===== config.mk =====
export PLATFORM = sky130hd
export DESIGN_NAME = ex_stage_flat
export DESIGN_NICKNAME = d
export VERILOG_FILES = /design/src/rtl/ex_stage_if.sv /design/src/rtl/ex_stage.sv /design/src/flat_wrapper.sv
export SDC_FILE = /design/constraint.sdc
export NUM_CORES = 1
export LEC_CHECK = 0
export BUFFER_PORTS_ARGS = -buffer_cell sky130_fd_sc_hd__buf_2
export CAP_MARGIN = 20
export CORE_MARGIN = 2
export CORE_UTILIZATION = 45
export DETAILED_ROUTE_END_ITERATION = 7
export PLACE_DENSITY = 0.71
export REMOVE_ABC_BUFFERS = 1
export SYNTH_ARGS = -nofsm -noshare
export SYNTH_HDL_FRONTEND = slang
export SYNTH_SLANG_ARGS = --single-unit
export TNS_END_PERCENT = 100

===== constraint.sdc =====
create_clock -name clk -period 4.6 [get_ports clk]
set_input_delay 0.23 -clock clk [delete_from_list [all_inputs] [get_ports clk]]
set_output_delay 0.23 -clock clk [all_outputs]
set_load 0.01 [all_outputs]

===== src/rtl/ex_stage_if.sv =====
// ex_stage_if: bundle, forwarding and data-SRAM signals of the execute stage.
// master drives the decode bundle; slave is the execute stage itself.
interface ex_stage_if;
    logic [163:0] id_to_ex_bus;
    logic [80:0]  ex_to_mem_bus;
    logic [37:0]  ex_to_rf_bus;
    logic         ex_ram_read;
    logic         stallreq_for_ex;
    logic         data_sram_en;
    logic [3:0]   data_sram_wen;
    logic [31:0]  data_sram_addr;
    logic [31:0]  data_sram_wdata;

    modport master (
        output id_to_ex_bus,
        input  ex_to_mem_bus,
        input  ex_to_rf_bus,
        input  ex_ram_read,
        input  stallreq_for_ex,
        input  data_sram_en,
        input  data_sram_wen,
        input  data_sram_addr,
        input  data_sram_wdata
    );

    modport slave (
        input  id_to_ex_bus,
        output ex_to_mem_bus,
        output ex_to_rf_bus,
        output ex_ram_read,
        output stallreq_for_ex,
        output data_sram_en,
        output data_sram_wen,
        output data_sram_addr,
        output data_sram_wdata
    );
endinterface


===== src/rtl/ex_stage.sv =====
// ex_stage: MIPS execute stage - pipeline register, ALU, data-SRAM request.
// Optional iterative divider with HI/LO (mfhi/mflo) built when EX_DIV_EN is defined.
module ex_stage (
    input  logic       clk,
    input  logic       rst_n,
    input  logic [5:0] stall,
    ex_stage_if.slave  bus
);

    logic [163:0] r_bus;

    logic [4:0]  w_mem_op;
    logic [31:0] w_pc;
    logic [31:0] w_inst;
    logic [11:0] w_alu_op;
    logic [2:0]  w_sel1;
    logic [3:0]  w_sel2;
    logic        w_ram_en;
    logic [3:0]  w_ram_wen;
    logic        w_rf_we;
    logic [4:0]  w_rf_waddr;
    logic        w_sel_rf_res;
    logic [31:0] w_rdata1;
    logic [31:0] w_rdata2;

    // Pipeline register: clear, bubble when decode stops alone, load, or hold
    always_ff @(posedge clk) begin
        if (!rst_n) begin
            r_bus <= '0;
        end else if (stall[2] && !stall[3]) begin
            r_bus <= '0;
        end else if (!stall[2]) begin
            r_bus <= bus.id_to_ex_bus;
        end
    end

    assign w_mem_op     = r_bus[163:159];
    assign w_pc         = r_bus[158:127];
    assign w_inst       = r_bus[126:95];
    assign w_alu_op     = r_bus[94:83];
    assign w_sel1       = r_bus[82:80];
    assign w_sel2       = r_bus[79:76];
    assign w_ram_en     = r_bus[75];
    assign w_ram_wen    = r_bus[74:71];
    assign w_rf_we      = r_bus[70];
    assign w_rf_waddr   = r_bus[69:65];
    assign w_sel_rf_res = r_bus[64];
    assign w_rdata1     = r_bus[63:32];
    assign w_rdata2     = r_bus[31:0];

    logic [31:0] w_imm_sext;
    logic [31:0] w_imm_zext;
    logic [31:0] w_sa;
    logic [31:0] w_src1;
    logic [31:0] w_src2;
    logic [4:0]  w_shamt;

    assign w_imm_sext = {{16{w_inst[15]}}, w_inst[15:0]};
    assign w_imm_zext = {16'b0, w_inst[15:0]};
    assign w_sa       = {27'b0, w_inst[10:6]};

    // Operand selects are one-hot; an empty select yields zero
    always_comb begin
        w_src1 = ({32{w_sel1[0]}} & w_rdata1)
               | ({32{w_sel1[1]}} & w_pc)
               | ({32{w_sel1[2]}} & w_sa);
        w_src2 = ({32{w_sel2[0]}} & w_rdata2)
               | ({32{w_sel2[1]}} & w_imm_sext)
               | ({32{w_sel2[2]}} & 32'd8)
               | ({32{w_sel2[3]}} & w_imm_zext);
    end

    assign w_shamt = w_src1[4:0];

    logic [31:0] w_add;
    logic [31:0] w_sub;
    logic [31:0] w_slt;
    logic [31:0] w_sltu;
    logic [31:0] w_sll;
    logic [31:0] w_srl;
    logic [31:0] w_sra;
    logic [31:0] w_lui;
    logic [31:0] w_alu_res;

    assign w_add  = w_src1 + w_src2;
    assign w_sub  = w_src1 - w_src2;
    assign w_slt  = {31'b0, $signed(w_src1) < $signed(w_src2)};
    assign w_sltu = {31'b0, w_src1 < w_src2};
    assign w_sll  = w_src2 << w_shamt;
    assign w_srl  = w_src2 >> w_shamt;
    assign w_sra  = $unsigned($signed(w_src2) >>> w_shamt);
    assign w_lui  = {w_src2[15:0], 16'b0};

    // ALU result: one-hot op select, all-zero op gives zero
    always_comb begin
        w_alu_res = ({32{w_alu_op[11]}} & w_add)
                  | ({32{w_alu_op[10]}} & w_sub)
                  | ({32{w_alu_op[9]}}  & w_slt)
                  | ({32{w_alu_op[8]}}  & w_sltu)
                  | ({32{w_alu_op[7]}}  & (w_src1 & w_src2))
                  | ({32{w_alu_op[6]}}  & ~(w_src1 | w_src2))
                  | ({32{w_alu_op[5]}}  & (w_src1 | w_src2))
                  | ({32{w_alu_op[4]}}  & (w_src1 ^ w_src2))
                  | ({32{w_alu_op[3]}}  & w_sll)
                  | ({32{w_alu_op[2]}}  & w_srl)
                  | ({32{w_alu_op[1]}}  & w_sra)
                  | ({32{w_alu_op[0]}}  & w_lui);
    end

    logic [31:0] w_ex_result;
    logic        w_rf_we_o;
    logic [4:0]  w_rf_waddr_o;
    logic        w_stallreq;

`ifdef EX_DIV_EN

    typedef enum logic [1:0] {
        S_IDLE = 2'd0,
        S_BUSY = 2'd1,
        S_DONE = 2'd2
    } div_state_t;

    div_state_t r_state;
    div_state_t w_next;

    logic        w_special;
    logic        w_is_div;
    logic        w_is_signed;
    logic        w_is_mfhi;
    logic        w_is_mflo;

    assign w_special   = (w_inst[31:26] == 6'd0);
    assign w_is_signed = (w_inst[5:0] == 6'h1A);
    assign w_is_div    = w_special && (w_is_signed || (w_inst[5:0] == 6'h1B));
    assign w_is_mfhi   = w_special && (w_inst[5:0] == 6'h10);
    assign w_is_mflo   = w_special && (w_inst[5:0] == 6'h12);

    logic [31:0] r_hi;
    logic [31:0] r_lo;
    logic [31:0] r_q;
    logic [31:0] r_r;
    logic [31:0] r_d;
    logic [31:0] r_a_raw;
    logic [4:0]  r_cnt;
    logic        r_neg_q;
    logic        r_neg_r;
    logic        r_dz;

    logic [31:0] w_abs1;
    logic [31:0] w_abs2;
    logic [32:0] w_trial;
    logic [31:0] w_hi_fin;
    logic [31:0] w_lo_fin;

    assign w_abs1 = (w_is_signed && w_rdata1[31]) ? -w_rdata1 : w_rdata1;
    assign w_abs2 = (w_is_signed && w_rdata2[31]) ? -w_rdata2 : w_rdata2;

    // Restoring step: shift next dividend bit into the partial remainder
    assign w_trial = {r_r, r_q[31]} - {1'b0, r_d};

    assign w_lo_fin = r_dz ? 32'hFFFF_FFFF : (r_neg_q ? -r_q : r_q);
    assign w_hi_fin = r_dz ? r_a_raw : (r_neg_r ? -r_r : r_r);

    // Divider state register
    always_ff @(posedge clk) begin
        if (!rst_n) begin
            r_state <= S_IDLE;
        end else begin
            r_state <= w_next;
        end
    end

    // Divider next state; DONE waits for execute to advance so the
    // held divide is not restarted
    always_comb begin
        w_next = r_state;
        case (r_state)
            S_IDLE:  if (w_is_div) w_next = S_BUSY;
            S_BUSY:  if (r_cnt == 5'd31) w_next = S_DONE;
            S_DONE:  if (!stall[3]) w_next = S_IDLE;
            default: w_next = S_IDLE;
        endcase
    end

    // Divider stall request
    always_comb begin
        w_stallreq = 1'b0;
        case (r_state)
            S_IDLE:  w_stallreq = w_is_div;
            S_BUSY:  w_stallreq = 1'b1;
            default: w_stallreq = 1'b0;
        endcase
    end

    // Divider datapath and HI/LO write-back
    always_ff @(posedge clk) begin
        if (!rst_n) begin
            r_hi    <= '0;
            r_lo    <= '0;
            r_q     <= '0;
            r_r     <= '0;
            r_d     <= '0;
            r_a_raw <= '0;
            r_cnt   <= '0;
            r_neg_q <= 1'b0;
            r_neg_r <= 1'b0;
            r_dz    <= 1'b0;
        end else begin
            case (r_state)
                S_IDLE: begin
                    if (w_is_div) begin
                        r_q     <= w_abs1;
                        r_r     <= '0;
                        r_d     <= w_abs2;
                        r_a_raw <= w_rdata1;
                        r_cnt   <= '0;
                        r_neg_q <= w_is_signed && (w_rdata1[31] ^ w_rdata2[31]);
                        r_neg_r <= w_is_signed && w_rdata1[31];
                        r_dz    <= (w_rdata2 == 32'd0);
                    end
                end
                S_BUSY: begin
                    if (!w_trial[32]) begin
                        r_r <= w_trial[31:0];
                        r_q <= {r_q[30:0], 1'b1};
                    end else begin
                        r_r <= {r_r[30:0], r_q[31]};
                        r_q <= {r_q[30:0], 1'b0};
                    end
                    r_cnt <= r_cnt + 5'd1;
                end
                S_DONE: begin
                    r_hi <= w_hi_fin;
                    r_lo <= w_lo_fin;
                end
                default: begin
                    r_cnt <= '0;
                end
            endcase
        end
    end

    // mfhi/mflo write rd with HI/LO; everything else takes the ALU result
    always_comb begin
        w_ex_result  = w_alu_res;
        w_rf_we_o    = w_rf_we;
        w_rf_waddr_o = w_rf_waddr;
        if (w_is_mfhi) begin
            w_ex_result  = r_hi;
            w_rf_we_o    = 1'b1;
            w_rf_waddr_o = w_inst[15:11];
        end else if (w_is_mflo) begin
            w_ex_result  = r_lo;
            w_rf_we_o    = 1'b1;
            w_rf_waddr_o = w_inst[15:11];
        end
    end

`else

    assign w_stallreq   = 1'b0;
    assign w_ex_result  = w_alu_res;
    assign w_rf_we_o    = w_rf_we;
    assign w_rf_waddr_o = w_rf_waddr;

`endif

    // Bits not consumed in every build configuration
    logic w_unused;
    assign w_unused = ^{stall, w_inst[31:16], w_inst[5:0]};

    assign bus.ex_to_mem_bus = {
        w_mem_op,
        w_pc,
        w_ram_en,
        w_ram_wen,
        w_sel_rf_res,
        w_rf_we_o,
        w_rf_waddr_o,
        w_ex_result
    };

    assign bus.ex_to_rf_bus = {w_rf_we_o, w_rf_waddr_o, w_ex_result};

    assign bus.ex_ram_read     = w_ram_en & ~w_ram_wen[0];
    assign bus.stallreq_for_ex = w_stallreq;
    assign bus.data_sram_en    = w_ram_en;
    assign bus.data_sram_wen   = (w_ram_en && w_ram_wen[0]) ? 4'b1111 : 4'b0000;
    assign bus.data_sram_addr  = w_alu_res;
    assign bus.data_sram_wdata = w_rdata2;

endmodule


===== src/flat_wrapper.sv =====
// flat-port wrapper written by rule: the top's interface ports become plain ports
module ex_stage_flat 
  (clk, rst_n, stall, bus_id_to_ex_bus, bus_ex_to_mem_bus, bus_ex_to_rf_bus, bus_ex_ram_read, bus_stallreq_for_ex, bus_data_sram_en, bus_data_sram_wen, bus_data_sram_addr, bus_data_sram_wdata);
  ex_stage_if bus_i ();
  input  logic clk;
  input  logic rst_n;
  input  logic [5:0] stall;
  input wire logic [$bits(bus_i.id_to_ex_bus)-1:0] bus_id_to_ex_bus;
  output wire logic [$bits(bus_i.ex_to_mem_bus)-1:0] bus_ex_to_mem_bus;
  output wire logic [$bits(bus_i.ex_to_rf_bus)-1:0] bus_ex_to_rf_bus;
  output wire logic [$bits(bus_i.ex_ram_read)-1:0] bus_ex_ram_read;
  output wire logic [$bits(bus_i.stallreq_for_ex)-1:0] bus_stallreq_for_ex;
  output wire logic [$bits(bus_i.data_sram_en)-1:0] bus_data_sram_en;
  output wire logic [$bits(bus_i.data_sram_wen)-1:0] bus_data_sram_wen;
  output wire logic [$bits(bus_i.data_sram_addr)-1:0] bus_data_sram_addr;
  output wire logic [$bits(bus_i.data_sram_wdata)-1:0] bus_data_sram_wdata;
  assign bus_i.id_to_ex_bus = bus_id_to_ex_bus;
  assign bus_ex_to_mem_bus = bus_i.ex_to_mem_bus;
  assign bus_ex_to_rf_bus = bus_i.ex_to_rf_bus;
  assign bus_ex_ram_read = bus_i.ex_ram_read;
  assign bus_stallreq_for_ex = bus_i.stallreq_for_ex;
  assign bus_data_sram_en = bus_i.data_sram_en;
  assign bus_data_sram_wen = bus_i.data_sram_wen;
  assign bus_data_sram_addr = bus_i.data_sram_addr;
  assign bus_data_sram_wdata = bus_i.data_sram_wdata;
  ex_stage u_core (.clk(clk), .rst_n(rst_n), .stall(stall), .bus(bus_i));
endmodule

# Yosys cells after proc, flatten, opt, wreduce, memory -nomap -nowiden
# Cells that the tools add are included.
op_classes:
  n_addsub: 2
  n_lt_le_gt_ge: 2
  n_shift: 3
  mux: 1
  n_bitwise: 41
  reduce_logical: 4
ops:
  columns: ["operator", "n"]
  rows:
  - ["bitwise OR 32 bit", 16]
  - ["AND 32 bit", 15]
  - ["AND 32 x 1 -> 32 bit", 2]
  - ["less-than comparator 32 bit", 2]
  - ["adder 32 bit", 1]
  - ["AND 32 x 16 -> 32 bit", 1]
  - ["AND 32 x 5 -> 32 bit", 1]
  - ["NOT 32 bit", 1]
  - ["bitwise OR 32 x 4 -> 32 bit", 1]
  - ["left shift 32 x 5 -> 32 bit", 1]
  - ["right shift 32 x 5 -> 32 bit", 1]
  - [">>> shifter 32 x 5 -> 32 bit", 1]
  - ["subtractor 32 bit", 1]
  - ["bitwise XOR 32 bit", 1]
  - ["two-way mux 4 bit", 1]
  - ["logical AND 1 bit", 2]
  - ["NOT 1 bit", 2]
  - ["OR reduction 2 bit", 1]
  - ["AND 1 bit", 1]
  - ["logical NOT 1 bit", 1]
word_totals:
  ff_bits: 164
  output_inout_bits: 190
  word_cells: 54

# Logic depth before layout (Yosys ltp)
# Gate-level depths: netlist of the first run.
logic_depth:
  word_depth: 17
  ltp_mapped: 18

# Worst setup path after synthesis of the first run
# OpenSTA, ideal clock, no wires.
synth_path:
  path_type: "register to output"
  from: "register u_core.r_bus[82]"
  to: "output bus_ex_to_mem_bus[28]"
  t_arrival_ns: 4.775
  required_time_ns: 4.370
  path_slack_ns: -0.405
  path_stages_with_launch: 19
  n_path_buf: 6
  cell_sequence: "dfxtp_1 a22oi_1 nand2_1 buf_2 buf_1 clkbuf_1 clkbuf_1 ha_1 buf_2 o21bai_1 a211oi_1 o31ai_1 and3_1 o311ai_0 nor3_1 nor3b_1 mux2_2 o21ai_0 buf_4"
synth_between:
  elab_chain_cells: 15
  word_cells_on_any_way: 31
synth_lines:
  columns: ["item", "line_no", "source"]
  rows:
  - ["from (decl)", "ex_stage.sv:10", "logic [163:0] r_bus;"]
  - ["from (signal assigned)", "ex_stage.sv:33", "r_bus <= bus.id_to_ex_bus;"]
  - ["AND 32 x 5 -> 32 bit *", "ex_stage.sv:66", "| ({32{w_sel1[2]}} & w_sa);"]
  - ["bitwise OR 32 bit *", "ex_stage.sv:66", null]
  - ["adder 32 bit / subtractor 32 bit (equally long branches)", "ex_stage.sv:85, ex_stage.sv:86", null]
  - ["AND 32 bit (on tied branches)", "ex_stage.sv:96, ex_stage.sv:97", null]
  - ["bitwise OR 32 bit", "ex_stage.sv:97", "| ({32{w_alu_op[10]}} & w_sub)"]
  - ["bitwise OR 32 bit", "ex_stage.sv:98", "| ({32{w_alu_op[9]}} & w_slt)"]
  - ["bitwise OR 32 bit", "ex_stage.sv:99", "| ({32{w_alu_op[8]}} & w_sltu)"]
  - ["bitwise OR 32 bit", "ex_stage.sv:100", "| ({32{w_alu_op[7]}} & (w_src1 & w_src2))"]
  - ["bitwise OR 32 bit", "ex_stage.sv:101", "| ({32{w_alu_op[6]}} & ~(w_src1 | w_src2))"]
  - ["bitwise OR 32 bit", "ex_stage.sv:102", "| ({32{w_alu_op[5]}} & (w_src1 | w_src2))"]
  - ["bitwise OR 32 bit", "ex_stage.sv:103", "| ({32{w_alu_op[4]}} & (w_src1 ^ w_src2))"]
  - ["bitwise OR 32 bit", "ex_stage.sv:104", "| ({32{w_alu_op[3]}} & w_sll)"]
  - ["bitwise OR 32 bit", "ex_stage.sv:105", "| ({32{w_alu_op[2]}} & w_srl)"]
  - ["bitwise OR 32 bit *", "ex_stage.sv:106", "| ({32{w_alu_op[1]}} & w_sra)"]
  - ["bitwise OR 32 bit *", "ex_stage.sv:107", "| ({32{w_alu_op[0]}} & w_lui);"]
  - ["to (decl)", "flat_wrapper.sv:9", "output wire logic [$bits(bus_i.ex_to_mem_bus)-1:0] bus_ex_to_mem_bus;"]
# Every way passes the cells marked *; elsewhere a longest branch is shown, timed or not.

# Worst setup path after layout of the first run
layout_path:
  from: "register u_core.r_bus[77]"
  to: "output bus_ex_to_mem_bus[26]"
layout_between:
  elab_chain_cells: 17
  word_cells_on_any_way: 34
layout_lines:
  columns: ["item", "line_no", "source"]
  rows:
  - ["AND 32 bit *", "ex_stage.sv:68", "| ({32{w_sel2[1]}} & w_imm_sext)"]
  - ["bitwise OR 32 bit *", "ex_stage.sv:68", null]
  - ["bitwise OR 32 x 4 -> 32 bit *", "ex_stage.sv:69", "| ({32{w_sel2[2]}} & 32'd8)"]
  - ["bitwise OR 32 bit *", "ex_stage.sv:70", "| ({32{w_sel2[3]}} & w_imm_zext);"]
  - ["adder 32 bit / subtractor 32 bit (equally long branches)", "ex_stage.sv:85, ex_stage.sv:86", null]
  - ["AND 32 bit (on tied branches)", "ex_stage.sv:96, ex_stage.sv:97", null]
  - ["bitwise OR 32 bit", "ex_stage.sv:97", null]
  - ["bitwise OR 32 bit", "ex_stage.sv:98", null]
  - ["bitwise OR 32 bit", "ex_stage.sv:99", null]
  - ["bitwise OR 32 bit", "ex_stage.sv:100", null]
  - ["bitwise OR 32 bit", "ex_stage.sv:101", null]
  - ["bitwise OR 32 bit", "ex_stage.sv:102", null]
  - ["bitwise OR 32 bit", "ex_stage.sv:103", null]
  - ["bitwise OR 32 bit", "ex_stage.sv:104", null]
  - ["bitwise OR 32 bit", "ex_stage.sv:105", null]
  - ["bitwise OR 32 bit", "ex_stage.sv:106", null]
  - ["bitwise OR 32 bit *", "ex_stage.sv:107", null]
# Marked as above.

==> summary.md, run 1 <==
| Metric | Value |
|---|---|
| Count of final hold-check violations | 0 |
| Via count | 17.2k |
| Pwr per Cell Area | 239 nW/um^2 |
| DR pass1 iterations | 6 |
| Biggest register | u_core.r_bus |
| Max FO, Critical Path | 9 |
| Root Buffer Master | clkbuf_16 |
| Status | complete, no violations |
| Post-synthesis async set-or-reset flop share | 0 |
| Synth warn | 0 |
| IO Port Bufs | 340 |
| CP most frequent cell | buf_6 |
| Slew HR | 0.339 |
| Initial DRC Count | 1927 |
| Number of vias per cell | 6.07 |
| RSZ-0062 raised after global routing | true |
| Wire per inst | 23.0 um |
| Vias in the first global route | 15.9k |
| Hpwl dp | 49.8 mm |
| Seq/Total Area, Yosys | 0.186 |
| Area Growth Syn to Fin | 20.2% |
| Leak | 9.06 nW |
| Fill count | 3258 |
| Period utilization | 0.980 |
| Crit path max-delay family | compound AO/OA/AOI/OAI gates |
| Global-route usage over all layers | 0.341 |
| Dpl cells | 2763 |
| Cell Rows | 68 |
| TritonCTS clock tree | built |
| Minimum period implied by the final worst setup slack | 4.51 ns |
| Global route overflow | 0 |
| Largest register FFs | 148 |
| Worst Hold Class | in2reg |
| Reg clk slew, reported paths | 0.07 ns |
| Sink Count | 148 |
| Buf/Inv on CP | 4 |
| DP Area | 17700 um^2 |
| Mean post-synth cell area | 7.50 um^2 |
| DIE WIDTH | 192 um |
| Max cap viols | 0 |
| Worst stage delay on the critical path | 0.39 ns |
| Setup TNS | 0 ns |
| Nets | 2632 |
| Setup crit start kind | flop |
| Post-Layout Cell Count | 2832 |
| Global placement routability congestion | 1.10 |
| Met3 Use GR | 0.0684 |
| Share of layout cells above drive strength 1 | 0.283 |
| Num CTS Buffers | 17 |
| I/O pin total | 362 |
| Die ar. | 37000 um^2 |
| Crit. End Element | output pin |
| Main synth FF type | dfxtp_1 |
| Global-route wire length before repair | 95.5 mm |
| Fmax | 222 MHz |
| Finished Cell Area | 19200 um^2 |
| Worst-margin pin slew | 0.981 ns |
| Pin count of the biggest net entering global routing | 149 |
| Antenna viol nets, final | 0 |
| Initial core utilization | 0.460 |
| DRC | 0 |
| Total core area | 34700 um^2 |
| Final-report setup violation count | 0 |
| Post-synth top area share | 0.186 |
| Synth area leaders | dfxtp_1, mux2i_1, ha_1 |
| Number of synthesized flops with an enable pin | 0 |
| Initial antenna violation count | 2 |
| Synthesized area | 16000 um^2 |
| Area leader, netlist | dfxtp_1 |
| Clock Skew | 0 ns |
| Slowest cell on the critical path | fa_2 |
| Clock Tree Buf Depth | 2 |
| Clock latency on the worst-skew pair | 0.44 ns |
| Syn Inst Count | 2128 |
| Leading registers by flop count | u_core.r_bus: 148 flops |
| Chip height | 192 um |
| Worst EP arrival | 4.28 ns |
| Crit path cell chain | or2_4, buf_6, a22o_4, fa_2, o21bai_1, a211oi_1, o31ai_1, buf_4, and3_4, o311ai_4, buf_6, o41ai_4, a31oi_2, xnor2_1, a211o_1, buf_2 |
| Routed WL | 65.2 mm |
| Yosys reg bits | 148 |
| Data required, critical path | 4.37 ns |
| Met1 Usage GRT | 0.451 |
| Crit path kind | reg2out |
| Synth unique cells | 80 |
| GR Util met2 | 0.523 |
| GRT Max-Usage Layer | met2 |
| Slew Viols, Final | 0 |
| VDD IR max | 0.276 mV |
| H-tree levels | 4 |
[metal layers]
| metal | wire [um] | vias to the layer above | part of all wire |
|---|---|---|---|
| li1 | - | 7913 | - |
| met1 | 27100 | 8194 | 0.42 |
| met2 | 28700 | 924 | 0.44 |
| met3 | 5720 | 165 | 0.088 |
| met4 | 3620 | 2 | 0.056 |
| met5 | 10 | - | 0.00015 |
[Yosys cell counts, types with 10 or more instances]
master     number
a211oi_1       19
a21o_1         18
a21oi_1       109
a221o_1        11
a221oi_1       31
a22o_1         44
a22oi_1        34
a31oi_1        19
and2_1         11
buf_1          24
buf_2          12
buf_4         156
clkbuf_1      117
dfxtp_1       148
ha_1           95
inv_1         103
mux2_2         34
mux2i_1       247
nand2_1       164
nand2b_1       11
nand3_1        27
nand4_1        15
nor2_1        277
nor3_1         35
nor4_1         10
o2111ai_1      10
o211ai_1       32
o21ai_0       102
o21bai_1       12
o221ai_1       10
o22ai_1        14
o31ai_1        11
xnor2_1        43
[tightest hold or removal path: cells and delay by family]
| family | cells | cell delay (ns) |
|---|---|---|
| multiplexers | 1 | 0.05 |
| buffers and inverters | 1 | 0.08 |
| AND/OR/NAND/NOR | 1 | 0.07 |
[cells by family after synthesis]
| logic type | synth area share |
|---|---|
| buf+inv | 0.137 |
| simple gates | 0.157 |
| fa+ha+maj | 0.0770 |
| other cells | 0.000235 |
| mux | 0.180 |
| compound gates | 0.237 |
| xor+xnor | 0.0258 |
| flops | 0.186 |
[through the flow]
stage	power (mW)	hold slack, ns	util	setup slack (ns)
after floorplan	2.28	0.374	-	-5.35
after global placement	2.95	0.457	0.509	0.0732
after detailed placement	2.96	0.469	0.509	0.0319
after CTS	4.51	0.0000571	0.540	0.00247
after global routing	4.79	0.00221	0.552	-0.0628
final	4.58	0.0107	0.553	0.0935
[layout make-up]
type	instances	area, um^2	area share
multi-input combinational	1563	11400	0.593
timing repair buffer	527	3270	0.170
sequential	148	2970	0.155
tap	455	569	0.0297
clock buffer	18	429	0.0224
inverter	106	398	0.0207
clock inverter	14	178	0.00926
antenna	1	2.50	0.000130
[placed cells by master (no fill, tap or decap), types with 27 or more instances in the layout]
cell / n
buf_2: 339
dfxtp_1: 143
a221oi_1: 28
o211ai_1: 32
nor3_1: 31
nand3_1: 27
buf_4: 156
mux2i_1: 247
mux2_2: 34
a21oi_1: 101
nand2_1: 160
ha_1: 82
xnor2_1: 43
inv_1: 102
nor2_1: 276
a22o_1: 37
a22oi_1: 32
o21ai_0: 98
[timing repair]
action / CTS / global route
hold endpoints to repair: 17 / 0
gates resized for setup: 45 / 78
endpoints found under the setup margin: 66 / 90
pin swaps: 13 / 26
hold buffers: 17 / 0
buffers inserted: 10 / 9
[power breakdown]
group	leakage (nW)	internal (mW)	switching (mW)
Sequential	1.22	1.35	0.0720
Combinational	7.55	0.741	0.950
Clock	0.289	0.860	0.609
[worst paths after layout]
check / from / end / slack [ns] / cells past startpoint
hold reg to reg: u_core.r_bus[159]$_SDFFE_PP0N_ / u_core.r_bus[159]$_SDFFE_PP0N_ / 0.49 / 2
hold / removal: bus_id_to_ex_bus[95] / u_core.r_bus[95]$_SDFFE_PP0N_ / 0.01 / 3
setup reg to reg: u_core.r_bus[81]$_SDFFE_PP0N_ / u_core.r_bus[81]$_SDFFE_PP0N_ / 3.01 / 4
setup / recovery: u_core.r_bus[77]$_SDFFE_PP0N_ / bus_ex_to_mem_bus[26] / 0.09 / 16
(Power assumes the default switching activity.)
==> run 2, diff against run 1 <==
Settings changed: CORE_ASPECT_RATIO from default to 0.7.
==> run 2 against run 1 <==
The flow now finishes with violations (negative setup slack). Critical endpoint is now bus_ex_to_rf_bus[0]. Combinational power is 11% higher. Count of clock-buffer cells in the layout fell by 1. Via count grew 5.6%. Routed wire length rose by 14%. Die area barely moved. Sequential power is essentially flat. Largest cell class unchanged. First-iteration DRC count increased by 20%. Clock skew did not move. Sequential share of layout area decreased by 1.3 points. Core utilization is 4.8 points higher. Design area increased by 9.0%.
==> summary.md, run 2 (same netlist as run 1, synthesis figures left out) <==
| Metric | Value |
|---|---|
| DR pass1 iterations | 6 |
| Largest register FFs | 148 |
| Max FO, Critical Path | 5 |
| Antenna viol nets, final | 0 |
| TritonCTS clock tree | built |
| DP Area | 18200 um^2 |
| Hold_ws | 0.00242 ns |
| Wire per inst | 24.6 um |
| Final worst setup slack | -0.0349 ns |
| Routed WL | 74.0 mm |
| Cell Rows | 57 |
| Worst Hold Class | in2reg |
| Initial antenna violation count | 3 |
| DRC | 0 |
| Die ar. | 37000 um^2 |
| Clock Tree Buf Depth | 2 |
| Status | complete, but fails checks |
| Minimum period implied by the final worst setup slack | 4.63 ns |
| Failing checks | negative setup slack |
| Leak | 9.85 nW |
| Via count | 18.2k |
| N_diodes | 0 |
| Leading registers by flop count | u_core.r_bus: 148 flops |
| Final-report setup violation count | 16 |
| RSZ-0062 raised after global routing | true |
| Data required, critical path | 4.37 ns |
| Clock Skew | 0 ns |
| CP most frequent cell | buf_4 |
| Fmax | 216 MHz |
| Num CTS Buffers | 17 |
| Total core area | 34800 um^2 |
| Number of vias per cell | 6.05 |
| VDD IR max | 0.215 mV |
| Biggest register | u_core.r_bus |
| Initial core utilization | 0.458 |
| Chip height | 162 um |
| Worst EP arrival | 4.40 ns |
| Crit. End Element | output pin |
| Max cap viols | 0 |
| Area Growth Syn to Fin | 31.0% |
| Worst-margin pin slew | 1.06 ns |
| Reg clk slew, reported paths | 0.08 ns |
| Pin count of the biggest net entering global routing | 84 |
| Commonest non-fill, non-tap cell in the layout | buf_2 |
| Vias in the first global route | 17.2k |
| I/O pin total | 362 |
| Period utilization | 1.01 |
| Slew HR | 0.295 |
| Share of layout cells above drive strength 1 | 0.311 |
| Crit path kind | reg2out |
| Count of final hold-check violations | 0 |
| Sink Count | 148 |
| Global placement routability congestion | 1.06 |
| Most frequent cells in the layout | buf_2, nor2_1, mux2i_1, buf_4, nand2_1 |
| Hpwl dp | 56.3 mm |
| DIE WIDTH | 229 um |
| Finished Cell Area | 20900 um^2 |
| Worst stage delay on the critical path | 0.60 ns |
| Nets | 2787 |
| Initial DRC Count | 2306 |
| IO Port Bufs | 340 |
| Setup crit start kind | flop |
| Setup TNS | -0.310 ns |
| Slowest cell on the critical path | or4_4 |
| Clock latency on the worst-skew pair | 0.46 ns |
| Crit path cell chain | a222oi_1, buf_4, buf_12, ha_4, fa_2, o21bai_4, a211oi_2, o31ai_2, and3_4, o311ai_2, buf_4, nor3_4, nand4b_1, buf_4, a31oi_4, or4_4, buf_2 |
| Pwr per Cell Area | 229 nW/um^2 |
| Global-route usage over all layers | 0.383 |
| Slew Viols, Final | 0 |
| H-tree levels | 4 |
| Global-route wire length before repair | 108 mm |
| Worst R2R Setup Slack | 3.00 ns |
| Root Buffer Master | clkbuf_16 |
| Global route overflow | 0 |
==> run 2: area by class of cell <==
| type | count | area, um^2 |
|---|---|---|
| fillers | 3150 | 13900 |
| clock inverters | 15 | 194 |
| multi-input cells | 1563 | 11600 |
| inverters | 106 | 405 |
| flip-flops and latches | 148 | 2970 |
| clock buffers | 17 | 425 |
| well taps | 472 | 591 |
| repair buffers | 682 | 4700 |
==> run 2: worst paths after layout <==
| path | startpoint | end | cells after the start |
|---|---|---|---|
| hold / removal | bus_id_to_ex_bus[28] | u_core.r_bus[28]$_SDFFE_PP0N_ | 3 |
| setup reg to reg | u_core.r_bus[94]$_SDFFE_PP0N_ | u_core.r_bus[94]$_SDFFE_PP0N_ | 3 |
| setup / recovery | u_core.r_bus[81]$_SDFFE_PP0N_ | bus_ex_to_rf_bus[0] | 17 |
| hold reg to reg | u_core.r_bus[72]$_SDFFE_PP0N_ | u_core.r_bus[72]$_SDFFE_PP0N_ | 2 |
==> run 2: metal layers <==
layer / part of all wire / wire [um] / global-route usage
met5: 0.00023 / 17 / 0
met4: 0.030 / 2210 / 0.118
met3: 0.11 / 8070 / 0.0826
met2: 0.42 / 31300 / 0.580
met1: 0.44 / 32400 / 0.541
==> run 2: per-stage QoR <==
step | cells | worst slack [ns] | power [mW] | utilization
6_report | 3003 | -0.0349 | 4.78 | 0.601
3_3_place_gp | 2843 | -0.0486 | 3.03 | 0.522
2_1_floorplan | 1817 | -5.35 | 2.28 | -
3_5_place_dp | 2843 | -0.0477 | 3.04 | 0.522
4_1_cts | 2987 | -0.0392 | 4.68 | 0.582
5_1_grt | 3003 | -0.0818 | 4.96 | 0.601
==> run 2: what timing repair did <==
item	4_1_cts	5_1_grt
endpoints found under the setup margin	84	77
pin swaps	29	57
gates resized for setup	83	104
cloned	0	1
hold endpoints to repair	104	0
hold buffers	104	0
setup buffers	9	20
==> run 2: where the power goes <==
group	leakage [nW]	total (mW)	switching (mW)	internal, mW
combinational	8.33	1.87	1.05	0.819
sequential	1.22	1.41	0.0680	1.35
clock	0.300	1.50	0.751	0.747
total	9.85	4.78	1.87	2.91
==> run 2: critical path, delay by kind of cell (launching register included) <==
kind	cells	cell delay (ns)
simple gates	4	1.22
flops	1	0.38
compound gates	6	0.95
buf+inv	5	0.83
fa+ha+maj	2	0.55
